==> config.mk <==
export PLATFORM = sky130hd
export DESIGN_NAME = div_calculator
export DESIGN_NICKNAME = d
export VERILOG_FILES = /design/src/rtl/div_calculator.sv
export SDC_FILE = /design/constraint.sdc
export NUM_CORES = 1
export LEC_CHECK = 0
export ABC_AREA = 1
export CAP_MARGIN = 40
export CORE_MARGIN = 4
export CORE_UTILIZATION = 55
export CTS_CLUSTER_DIAMETER = 30
export DETAILED_ROUTE_END_ITERATION = 8
export PLACE_DENSITY_LB_ADDON = 0.1
export SYNTH_ARGS = -nofsm -noshare
export SYNTH_HDL_FRONTEND = slang
export SYNTH_SLANG_ARGS = --single-unit
==> constraint.sdc <==
create_clock -name clk -period 8.2 [get_ports clk]
set_input_delay 1.64 -clock clk [delete_from_list [all_inputs] [get_ports clk]]
set_output_delay 1.64 -clock clk [all_outputs]
set_load 0.05 [all_outputs]
==> src/rtl/div_calculator.sv <==
// Iterative radix-2 restoring divider for DIV/DIVU.
// Quotient on lo, remainder on hi; start/busy/done handshake.
module div_calculator #(
   parameter int WIDTH = 32
) (
   input  logic             clk,
   input  logic             reset,
   input  logic             i_start,
   input  logic [WIDTH-1:0] i_opr1,
   input  logic [WIDTH-1:0] i_opr2,
   input  logic             is_unsigned,
   output logic             o_busy,
   output logic             o_done,
   output logic             o_div_by_zero,
   output logic [WIDTH-1:0] o_hi_result,
   output logic [WIDTH-1:0] o_lo_result
);

   localparam int CW = $clog2(WIDTH);
   localparam logic [CW-1:0] CNT_LAST = {CW{1'b1}};
   localparam logic [CW-1:0] CNT_ONE  = {{(CW-1){1'b0}}, 1'b1};

   typedef enum logic [1:0] {
      IDLE,
      CALC,
      FIX,
      DONE
   } state_t;

   state_t           state_q, state_d;
   logic [WIDTH:0]   rem_q, rem_d;
   logic [WIDTH-1:0] quo_q, quo_d;
   logic [WIDTH-1:0] dvsr_q, dvsr_d;
   logic [WIDTH-1:0] raw_q, raw_d;
   logic [CW-1:0]    cnt_q, cnt_d;
   logic             qneg_q, qneg_d;
   logic             rneg_q, rneg_d;
   logic             zero_q, zero_d;
   logic [WIDTH-1:0] lo_q, lo_d;
   logic [WIDTH-1:0] hi_q, hi_d;
   logic             dbz_q, dbz_d;

   logic             a_neg, b_neg;
   logic [WIDTH-1:0] a_mag, b_mag;
   logic [WIDTH:0]   rem_sh, trial;
   logic [WIDTH-1:0] quo_neg, rem_neg;

   always_comb begin
      a_neg   = !is_unsigned && i_opr1[WIDTH-1];
      b_neg   = !is_unsigned && i_opr2[WIDTH-1];
      a_mag   = a_neg ? -i_opr1 : i_opr1;
      b_mag   = b_neg ? -i_opr2 : i_opr2;
      // dividend bits stream out of quo_q as quotient bits stream in
      rem_sh  = {rem_q[WIDTH-1:0], quo_q[WIDTH-1]};
      trial   = rem_sh - {1'b0, dvsr_q};
      quo_neg = -quo_q;
      rem_neg = -rem_q[WIDTH-1:0];
   end

   always_comb begin
      state_d = state_q;
      rem_d   = rem_q;
      quo_d   = quo_q;
      dvsr_d  = dvsr_q;
      raw_d   = raw_q;
      cnt_d   = cnt_q;
      qneg_d  = qneg_q;
      rneg_d  = rneg_q;
      zero_d  = zero_q;
      lo_d    = lo_q;
      hi_d    = hi_q;
      dbz_d   = dbz_q;
      unique case (state_q)
         IDLE, DONE: begin
            if (i_start) begin
               quo_d   = a_mag;
               dvsr_d  = b_mag;
               raw_d   = i_opr1;
               qneg_d  = a_neg ^ b_neg;
               rneg_d  = a_neg;
               zero_d  = (i_opr2 == '0);
               rem_d   = '0;
               cnt_d   = CNT_LAST;
               state_d = CALC;
            end else begin
               state_d = IDLE;
            end
         end
         CALC: begin
            rem_d = trial[WIDTH] ? rem_sh : trial;
            quo_d = {quo_q[WIDTH-2:0], ~trial[WIDTH]};
            cnt_d = cnt_q - CNT_ONE;
            if (cnt_q == '0) begin
               state_d = FIX;
            end
         end
         FIX: begin
            if (zero_q) begin
               lo_d  = '1;
               hi_d  = raw_q;
               dbz_d = 1'b1;
            end else begin
               lo_d  = qneg_q ? quo_neg : quo_q;
               hi_d  = rneg_q ? rem_neg : rem_q[WIDTH-1:0];
               dbz_d = 1'b0;
            end
            state_d = DONE;
         end
         default: state_d = IDLE;
      endcase
   end

   always_ff @(posedge clk or posedge reset) begin
      if (reset) begin
         state_q <= IDLE;
         rem_q   <= '0;
         quo_q   <= '0;
         dvsr_q  <= '0;
         raw_q   <= '0;
         cnt_q   <= '0;
         qneg_q  <= 1'b0;
         rneg_q  <= 1'b0;
         zero_q  <= 1'b0;
         lo_q    <= '0;
         hi_q    <= '0;
         dbz_q   <= 1'b0;
      end else begin
         state_q <= state_d;
         rem_q   <= rem_d;
         quo_q   <= quo_d;
         dvsr_q  <= dvsr_d;
         raw_q   <= raw_d;
         cnt_q   <= cnt_d;
         qneg_q  <= qneg_d;
         rneg_q  <= rneg_d;
         zero_q  <= zero_d;
         lo_q    <= lo_d;
         hi_q    <= hi_d;
         dbz_q   <= dbz_d;
      end
   end

   assign o_busy        = (state_q == CALC) || (state_q == FIX);
   assign o_done        = (state_q == DONE);
   assign o_div_by_zero = dbz_q;
   assign o_hi_result   = hi_q;
   assign o_lo_result   = lo_q;

endmodule

==> results of run 1 <==
-- power by group --
part | leakage, nW | total (mW) | switching, mW | internal (mW)
Sequential | 2.56 | 1.68 | 0.301 | 1.38
Clock | 0.787 | 1.89 | 0.633 | 1.25
Combinational | 5.87 | 3.10 | 2.19 | 0.911
-- worst paths after layout --
check,start,to,slack (ns),cells after the start
worst max-delay path,i_start,cnt_q[3]$_DFFE_PP0P_,3.59,10
worst min-delay path,o_lo_result[23]$_DFFE_PP0P_,o_lo_result[23]$_DFFE_PP0P_,0.47,2
worst max register to register,state_q[0]$_DFFE_PP0P_,cnt_q[3]$_DFFE_PP0P_,4.34,11
worst min register to register,o_lo_result[23]$_DFFE_PP0P_,o_lo_result[23]$_DFFE_PP0P_,0.47,2
max in group asynchronous,reset,dvsr_q[15]$_DFFE_PP0P_,5.00,4
min in group asynchronous,reset,o_lo_result[24]$_DFFE_PP0P_,1.57,2
-- sequential cells by signal (all words and copies together), names as in the netlist, 2 cells and up --
| name | count |
|---|---|
| quo_q | 32 |
| o_hi_result | 32 |
| raw_q | 32 |
| cnt_q | 5 |
| o_lo_result | 32 |
| dvsr_q | 32 |
| state_q | 2 |
| rem_q | 32 |
-- cell type report --
type                            instances  area [um2]  share of cell area
Multi-Input combinational cell       1671        8370               0.457
Clock inverter                         25         282              0.0154
Tap cell                              341         427              0.0233
Inverter                              339        1280              0.0699
Sequential cell                       203        5080               0.277
Clock buffer                           63        1350              0.0736
Timing Repair Buffer                  149        1520              0.0831
-- logic make-up (layout without fill, tap and decap cells) --
logic type / count (synthesis) / count (layout) / share of synthesized area
compound gates: 314 / 314 / 0.119
xor+xnor: 40 / 40 / 0.0233
fa+ha+maj: 42 / 42 / 0.0354
buf+inv: 416 / 576 / 0.108
flops: 203 / 203 / 0.338
simple gates: 1275 / 1275 / 0.377
-- metrics by stage --
stage          cells  hold WS [ns]
3_5_place_dp    2703         0.465
4_1_cts         2791         0.475
5_1_grt         2791         0.491
3_3_place_gp    2699         0.459
2_1_floorplan   2290         0.449
6_report        2791         0.471
-- per-layer routing --
layer | share of wire | wire (um) | track usage | up-vias
li1 | - | - | - | 7633
met4 | 0.015 | 792 | 0.0675 | 0
met1 | 0.47 | 23800 | 0.523 | 7497
met3 | 0.10 | 5320 | 0.0659 | 66
met2 | 0.42 | 21300 | 0.477 | 728
met5 | 0 | 0 | 0 | -
-- worst max-delay path, cell delays in order --
cell and delay (ns):
clkdlybuf4s50_1 0.41, nand2_2 0.07, buf_4 0.68, inv_2 0.51, a21oi_4 0.24, buf_4 0.55
inv_2 0.44, nand2_1 0.22, or4_1 0.13, nand3_1 0.06
-- placed cells by master, fill, tap and decap left out, drive strengths merged, types with 8 or more instances in the layout --
cell / netlist / routed
nor2: 201 / 201
nor3: 34 / 34
nand4: 26 / 26
o221ai: 8 / 8
a21oi: 79 / 79
buf: 16 / 15
inv: 338 / 341
nand3: 275 / 275
xor2: 25 / 25
clkbuf: 61 / 63
clkinv: 1 / 14
a31oi: 19 / 19
xnor2: 15 / 15
o21bai: 8 / 8
dfrtp: 203 / 203
ha: 41 / 41
nand2: 711 / 711
o211ai: 14 / 14
clkdlybuf4s50: 0 / 134
nand3b: 13 / 13
o21ai: 155 / 155
==> metrics.md, run 1 <==
| Metric | Value |
|---|---|
| Worst slew margin | `0.410` |
| Maximum net fanout on the critical path | `99` |
| CTS Buffer Depth | `3` |
| Count leader, synth | `nand2_1` |
| Worst path arrival time | `5.03 ns` |
| Via Count | `15,900` |
| Final layout net count | `2,522` |
| Root Driver | `clkbuf_16` |
| Per-cell via count in the routed design | `5.71` |
| Share of the cycle needed by the critical path after routing | `0.562` |
| Kind of start point of the critical path | `input port` |
| Top cells by count, synth | `nand2_1, inv_1, nand3_1` |
| Final HPWL from detailed placement | `38,700 um` |
| DR iter-0 viols | `1,854` |
| Sequential element share of the synthesized area | `0.338` |
| Initial core utilization | `0.558` |
| Largest net degree at the start of global routing | `100` |
| Post-CTS Hold Fix Bufs | `0` |
| Top-level I/O count | `135` |
| Inserted Clock Buffers | `48` |
| Area added between synthesis and finish | `21.7%` |
| Initial antenna violation count | `1` |
| Max Cap Violations | `0` |
| Clock tree from TritonCTS | `built` |
| Setup repair after global routing missed its margin | `false` |
| Wirelength per Cell | `18.4 um` |
| Post-Layout Inst Area | `18,300 um2` |
| Critical path class | `in2reg` |
| Die area | `30,100 um2` |
| Most area-consuming cells after synthesis | `dfrtp_1, nand2_1, nand3_1` |
| Proportion of layout cells with a drive suffix above 1 | `0.0861` |
| Vertical die dimension | `173 um` |
| Clk slew on worst S/H paths | `0.05 ns` |
| Diodes inserted | `0` |
| Total DRC errors in the routed layout | `0` |
| Transition time at the pin with the least slew margin | `0.885 ns` |
| DIE WIDTH | `173 um` |
| Setup crit end kind | `flop` |
| DP Area | `16,700 um2` |
| Highest achievable clock rate | `217 MHz` |
| Maximum vdd ir drop | `0.000406 V` |
| First-pass GRT wire length | `81,200 um` |
| Number of H-tree levels | `2` |
| Synth Instances | `2,290` |
| Routability congestion estimate | `0.975` |
| Yosys warning total | `0` |
| Library cell occupying the most area in the post-synthesis netlist | `dfrtp_1` |
| Hold violation total from the final report | `0` |
| Overall routing resource usage | `0.333` |
| Data required time of the worst path | `8.63 ns` |
| Proportion of synthesized flip-flops having asynchronous set or reset | `1.00` |
| Final setup violation count | `0` |
| Worst hold path class | `reg2reg` |
| Worst clock skew | `0.0352 ns` |
| Via count of the first global-routing pass | `14,700` |
| Outcome | `complete, no violations` |
| Clock latency at the later pin of the worst-skew pair | `0.56 ns` |
| First-pass DRT Iterations | `6` |
| Global route total overflow | `0` |
| Post-cts gate resize count | `0` |
| TritonCTS Sinks | `203` |
| Total core area | `27,000 um2` |
| Site row count | `60` |
| Aggregate negative setup slack | `0 ns` |
| Synthesized cell area | `15,000 um2` |
| Count of state elements after synthesis | `203` |
| Util after Layout | `0.679` |
| Port bufs | `134` |
| Worst Slack Setup Final | `3.59 ns` |
| Number of antenna-violating nets in the routed design | `0` |
| Filler cells | `2,396` |
| Post-layout min period | `4.61 ns` |
| Power consumption | `6.66 mW` |
| Power density over cell area | `364 nW/um2` |
| Area share of the largest cell type after synthesis | `0.338` |
| Number of setup buffers added after CTS | `0` |
| Net count of the mapped netlist | `2,400` |
| EDFF count, synth | `0` |
| Synth cell types | `52` |
| Final WL | `51,200 um` |
| Total leakage power | `9.22 nW` |
| Dominant register cell in the synthesized netlist | `dfrtp_1` |
| Average instance area after synthesis | `6.57 um2` |
| DP Worst Slack | `3.09 ns` |
| Number of slew-limit violations in the final report | `0` |
(Power assumes the default switching activity.)
==> run 2: changes to the inputs <==
Clock period 8.2 ns to 4.6 ns, I/O delays scaled along.
==> run 2 against run 1 <==
Against the previous run: setup slack got worse by 2.2 ns; design area rose by 0.62%; global-route usage rose by 0.34 points; critical endpoint is now o_busy; clock skew fell by 0.018 ns; utilization rose by 0.42 points; clock power rose by 87%; largest power group unchanged.
==> metrics.md, run 2 (synthesized netlist as in run 1, its figures left out) <==
| Metric | Value |
|---|---|
| Outcome | `complete, no violations` |
| Number of H-tree levels | `2 (unchanged)` |
| Wirelength per Cell | `18.6 um (+1.4%)` |
| Post-cts gate resize count | `0 (unchanged)` |
| DR iter-0 viols | `1,609 (-13%)` |
| Worst hold path class | `reg2reg` |
| Via count of the first global-routing pass | `14,900 (+0.98%)` |
| Maximum vdd ir drop | `0.00114 V (+180%)` |
| Via Count | `16,000 (+0.54%)` |
| Most common cell type on the critical path | `inv_1` |
| Crit. Startpoint | `state_q[0]$_DFFE_PP0P_` |
| Site row count | `60 (unchanged)` |
| Routability congestion estimate | `0.988 (+1.4%)` |
| Data required time of the worst path | `3.68 ns (-4.95 ns)` |
| Diodes inserted | `0 (unchanged)` |
| Overall routing resource usage | `0.337 (+0.00341)` |
| Total DRC errors in the routed layout | `0 (unchanged)` |
| Hold Startpoint | `o_lo_result[24]$_DFFE_PP0P_` |
| Kind of start point of the critical path | `flop` |
| Initial core utilization | `0.558 (unchanged)` |
| Clock latency at the later pin of the worst-skew pair | `0.55 ns (about the same)` |
| Worst path arrival time | `2.31 ns (-2.72 ns)` |
| Leading cell types in the layout, fill and taps excluded | `nand2_1, inv_1, nand3_1, dfrtp_1, nor2_1` |
| Per-cell via count in the routed design | `5.72 (+0.29%)` |
| Slowest cell on crit path | `clkdlybuf4s50_1` |
| Most common cell after layout, fill and taps aside | `nand2_1` |
| Root Driver | `clkbuf_16` |
| Total leakage power | `9.28 nW (+0.65%)` |
| TritonCTS Sinks | `203 (unchanged)` |
| DIE WIDTH | `173 um (unchanged)` |
| Power consumption | `12.1 mW (+82%)` |
| Highest achievable clock rate | `310 MHz` |
| Setup crit end kind | `output pin` |
| Number of antenna-violating nets in the routed design | `0 (unchanged)` |
| Final HPWL from detailed placement | `39,700 um (+2.5%)` |
| Number of setup buffers added after CTS | `0 (unchanged)` |
| Hold violation total from the final report | `0 (unchanged)` |
| Worst slew margin | `0.441 (+0.0312)` |
| Longest individual stage delay on the worst path | `0.83 ns (+0.15 ns)` |
| Maximum net fanout on the critical path | `3 (-97%)` |
| Aggregate negative setup slack | `0 ns (unchanged)` |
| Share of the cycle needed by the critical path after routing | `0.702` |
| Port bufs | `134 (unchanged)` |
| Final setup violation count | `0 (unchanged)` |
| Setup slack of the most critical reg-to-reg path | `1.68 ns (-2.66 ns)` |
| Inserted Clock Buffers | `50 (+4.2%)` |
| Area added between synthesis and finish | `22.5%` |
| First-pass DRT Iterations | `6 (unchanged)` |
| Initial antenna violation count | `2 (+1)` |
| Die area | `30,100 um2 (unchanged)` |
| Total core area | `27,000 um2 (unchanged)` |
| Post-CTS Hold Fix Bufs | `0 (unchanged)` |
| Final layout net count | `2,528 (+0.24%)` |
| Clk slew on worst S/H paths | `0.04 ns (about the same)` |
| Ordered list of cells on the worst path | `inv_1 -> ha_2 -> inv_1 -> clkdlybuf4s50_1` |
| Power density over cell area | `658 nW/um2 (+81%)` |
| Filler cells | `2,364 (-1.3%)` |
| CTS Buffer Depth | `3 (unchanged)` |
| Combined buffer and inverter count along the critical path | `3 (-2)` |
| Top-level I/O count | `135 (unchanged)` |
| First-pass GRT wire length | `81,800 um (+0.66%)` |
| Max Cap Violations | `0 (unchanged)` |
| Post-layout min period | `3.23 ns` |
| Global route total overflow | `0 (unchanged)` |
| RR Startpoint | `rem_q[14]$_DFFE_PP0P_` |
| Number of slew-limit violations in the final report | `0 (unchanged)` |
| Transition time at the pin with the least slew margin | `0.839 ns (-0.0468 ns)` |
| Critical path class | `reg2out` |
| Setup repair after global routing missed its margin | `false` |
| Top Family by Delay on Critical Path | `buffers and inverters` |
| Clock tree from TritonCTS | `built` |
| Final WL | `52,100 um (+1.7%)` |
| Worst clock skew | `0.0171 ns (-0.0181 ns)` |
| Largest net degree at the start of global routing | `99 (-1.0%)` |
| Vertical die dimension | `173 um (unchanged)` |
| Proportion of layout cells with a drive suffix above 1 | `0.0895 (+0.00342)` |
==> run 2: worst register-to-register path: stages, from the launching register on <==
cell and delay (ns):
dfrtp_1 0.50, ha_1 0.43, nand2_1 0.18, inv_2 0.06, nand2_1 0.07, nand2_1 0.14
a21oi_2 0.24, nand2_4 0.10, nand2_4 0.10, nand3_4 0.32, nand2_8 0.36, nand3_1 0.16
nand2_1 0.10, nand2_1 0.05
==> run 2: layer usage <==
layer | share of wire | up-vias | track usage
li1 | - | 7645 | -
met1 | 0.45 | 7471 | 0.507
met2 | 0.42 | 807 | 0.487
met3 | 0.11 | 85 | 0.0822
met4 | 0.021 | 2 | 0.0841
met5 | 0.00025 | - | 0
==> run 2: cell type report <==
class | count | area [um2] | area share
clock inverters | 25 | 272 | 0.0147
repair buffers | 153 | 1550 | 0.0844
clock buffers | 66 | 1440 | 0.0783
multi-input cells | 1671 | 8370 | 0.454
inverters | 339 | 1280 | 0.0693
well taps | 341 | 427 | 0.0232
flip-flops and latches | 203 | 5080 | 0.276
==> run 2: final timing paths <==
path / end / depth (start not counted)
setup / recovery: o_busy / 4
setup reg to reg: rem_q[30]$_DFFE_PP0P_ / 13
max in group asynchronous: o_lo_result[20]$_DFFE_PP0P_ / 3
min in group asynchronous: rem_q[10]$_DFFE_PP0P_ / 2
hold / removal: o_lo_result[24]$_DFFE_PP0P_ / 2
hold reg to reg: o_lo_result[24]$_DFFE_PP0P_ / 2
==> run 2: per-stage QoR <==
stage	instance area (um2)	setup slack (ns)	hold slack [ns]	instances	utilization
2_1_floorplan	15000	1.05	0.449	2290	-
3_3_place_gp	16700	1.42	0.463	2705	0.618
3_5_place_dp	16700	1.35	0.469	2707	0.620
4_1_cts	18400	1.36	0.481	2798	0.684
5_1_grt	18400	1.32	0.496	2798	0.684
6_report	18400	1.37	0.484	2798	0.684
==> run 2: power breakdown <==
| part | internal [mW] | switching (mW) | total (mW) |
|---|---|---|---|
| logic | 1.63 | 3.95 | 5.58 |
| clock network | 2.35 | 1.20 | 3.54 |
| registers | 2.46 | 0.547 | 3.00 |
| total | 6.43 | 5.69 | 12.1 |
==> run 3: changes to the inputs <==
Settings changed: CORE_UTILIZATION 55 to 54.
Clock period 4.6 ns to 2.8 ns, I/O delays scaled along.
==> run 3 against run 2 <==
Against the previous run: sequential power up 64%; register-to-register slack worse by 1.5 ns; setup slack worse by 1.2 ns; first-iteration DRC count is 14% higher; utilization increased by 0.85 points; die area up 1.8%; via count rose by 1.2%; critical path type is now reg2reg; critical endpoint is now rem_q[30]$_DFFE_PP0P_; largest power group unchanged.
==> metrics.md, run 3 (synthesized netlist as in run 1, its figures left out) <==
| Metric | Value |
|---|---|
| Routability congestion estimate | `0.993 (+0.55%)` |
| Overall routing resource usage | `0.339 (+0.00187)` |
| Clock latency at the later pin of the worst-skew pair | `0.55 ns (about the same)` |
| Filler cells | `2,385 (+0.89%)` |
| Power density over cell area | `1100 nW/um2 (+67%)` |
| CTS Buffer Depth | `3 (unchanged)` |
| Proportion of layout cells with a drive suffix above 1 | `0.0995 (+0.00998)` |
| Top-level I/O count | `135 (unchanged)` |
| Hold violation total from the final report | `0 (unchanged)` |
| Share of the cycle needed by the critical path after routing | `0.938` |
| Longest individual stage delay on the worst path | `0.42 ns (-0.41 ns)` |
| Ordered list of cells on the worst path | `inv_1 -> ha_1 -> fa_1 -> inv_1 -> nand2_1 -> nand2_1 -> nand3_1 -> nand2_2 -> nand2_2 -> nand2_4 -> nand2_4 -> nand2_4 -> nand2_8 -> nand2_8 -> nand3_1 -> nand2_1 -> nand2_1` |
| Port bufs | `134 (unchanged)` |
| Worst hold path class | `in2async` |
| Site row count | `60 (unchanged)` |
| Total leakage power | `9.47 nW (+2.0%)` |
| Post-Layout Inst Area | `18,800 um2 (+2.1%)` |
| Most common cell after layout, fill and taps aside | `nand2_1` |
| DP Area | `16,900 um2 (+1.3%)` |
| Wirelength per Cell | `18.6 um (-0.26%)` |
| Final HPWL from detailed placement | `40,300 um (+1.5%)` |
| Highest achievable clock rate | `381 MHz` |
| Root Driver | `clkbuf_16` |
| Data required time of the worst path | `3.23 ns (-0.45 ns)` |
| Inserted Clock Buffers | `50 (unchanged)` |
| Initial antenna violation count | `0 (-2)` |
| Final WL | `53,000 um (+1.7%)` |
| Post-layout min period | `2.63 ns` |
| Number of H-tree levels | `2 (unchanged)` |
| Total core area | `27,200 um2 (+0.84%)` |
| TritonCTS Sinks | `203 (unchanged)` |
| DR iter-0 viols | `1,840 (+14%)` |
| Area added between synthesis and finish | `25.0%` |
| Most common cell type on the critical path | `nand2_1` |
| Die area | `30,600 um2 (+1.8%)` |
| Util after Layout | `0.692 (+0.00847)` |
| Maximum net fanout on the critical path | `25 (+22)` |
| Max Cap Violations | `0 (unchanged)` |
| Per-cell via count in the routed design | `5.67 (-0.82%)` |
| Transition time at the pin with the least slew margin | `0.733 ns (-0.106 ns)` |
| Final layout net count | `2,550 (+0.87%)` |
| Outcome | `complete, no violations` |
| Worst slew margin | `0.511 (+0.0704)` |
| DIE WIDTH | `175 um (+0.88%)` |
| Post-CTS Hold Fix Bufs | `0 (unchanged)` |
| First-pass DRT Iterations | `6 (unchanged)` |
| First-pass GRT wire length | `83,000 um (+1.5%)` |
| Total DRC errors in the routed layout | `0 (unchanged)` |
| Initial core utilization | `0.554 (-0.00463)` |
| Setup repair after global routing missed its margin | `false` |
| Global route total overflow | `0 (unchanged)` |
| Kind of start point of the critical path | `flop` |
| Worst clock skew | `0.0201 ns (+0.00304 ns)` |
| Vertical die dimension | `175 um (+0.88%)` |
| Setup crit end kind | `flop` |
| Worst path arrival time | `3.06 ns (+0.75 ns)` |
| Largest net degree at the start of global routing | `98 (-1.0%)` |
| Diodes inserted | `0 (unchanged)` |
| Leading cell types in the layout, fill and taps excluded | `nand2_1, inv_1, nand3_1, dfrtp_1, nor2_1` |
| Clk slew on worst S/H paths | `0.05 ns (about the same)` |
| Number of antenna-violating nets in the routed design | `0 (unchanged)` |
| Final setup violation count | `0 (unchanged)` |
| Critical path class | `reg2reg` |
| Maximum vdd ir drop | `0.00104 V (-8.2%)` |
| Via count of the first global-routing pass | `15,000 (+0.54%)` |
| Number of slew-limit violations in the final report | `0 (unchanged)` |
| Clock tree from TritonCTS | `built` |
| Via Count | `16,200 (+1.2%)` |
| Slowest cell on crit path | `fa_1` |
==> run 3: changes by cell type in the layout (fill, tap and decap cells not counted), sizes merged <==
cell | before | now
dlygate4sd2 | 0 | 1
bufinv | 2 | 12
clkbuf | 66 | 59
inv | 351 | 339
clkinv | 4 | 12
clkinvlp | 7 | 11
clkdlybuf4s50 | 134 | 133
buf | 19 | 41
==> run 3: critical path: cells and delay by family, from the launching register on <==
kind,cells,cell delay (ns)
simple gates,13,1.26
flops,1,0.37
buf+inv,2,0.21
fa+ha+maj,2,0.67
==> run 3: per-stage QoR <==
step           power (mW)  hold WS [ns]  setup slack (ns)  TNS [ns]  instances
2_1_floorplan        10.8         0.449            -0.390    -79.23       2290
3_3_place_gp         13.8         0.459             0.197         0       2760
3_5_place_dp         14.0         0.469             0.129         0       2760
4_1_cts              20.5         0.339             0.184         0       2854
5_1_grt              21.8         0.361            0.0499         0       2854
6_report             20.7         0.343             0.175         0       2854
==> run 3: layout make-up <==
type / instances / area, um2 / share of cell area
sequential: 203 / 5080 / 0.270
clock buffer: 59 / 1360 / 0.0721
timing repair buffer: 175 / 1740 / 0.0923
inverter: 339 / 1280 / 0.0679
tap: 372 / 465 / 0.0247
clock inverter: 35 / 523 / 0.0278
multi-input combinational: 1671 / 8370 / 0.445
==> run 3: worst paths after layout <==
check,startpoint,end,slack [ns],depth (start not counted)
min in group clk,o_lo_result[28]$_DFFE_PP0P_,o_lo_result[28]$_DFFE_PP0P_,0.48,2
setup reg to reg,quo_q[31]$_DFFE_PP0P_,rem_q[30]$_DFFE_PP0P_,0.17,17
max in group asynchronous,reset,quo_q[8]$_DFFE_PP0P_,1.72,3
hold reg to reg,o_lo_result[28]$_DFFE_PP0P_,o_lo_result[28]$_DFFE_PP0P_,0.48,2
hold / removal,reset,rem_q[13]$_DFFE_PP0P_,0.34,2
setup / recovery,quo_q[31]$_DFFE_PP0P_,rem_q[30]$_DFFE_PP0P_,0.17,17
==> run 3: power breakdown <==
group | total, mW | leakage (nW) | switching [mW] | internal, mW
Sequential | 4.93 | 2.56 | 0.899 | 4.03
Combinational | 9.32 | 6.01 | 6.57 | 2.75
Clock | 6.41 | 0.895 | 1.87 | 4.54
==> run 3: metal layers <==
layer	up-vias	track usage	routed length (um)	part of all wire
li1	7713	-	-	-
met1	7510	0.507	23600	0.45
met2	868	0.489	22100	0.42
met3	105	0.0874	6030	0.11
met4	0	0.0867	1270	0.024
met5	-	0	0	0
==> run 3: what timing repair did <==
action | CTS | global route
buffers inserted | 0 | 0
setup endpoints to repair | 1 | 0
gates resized for setup | 1 | 0
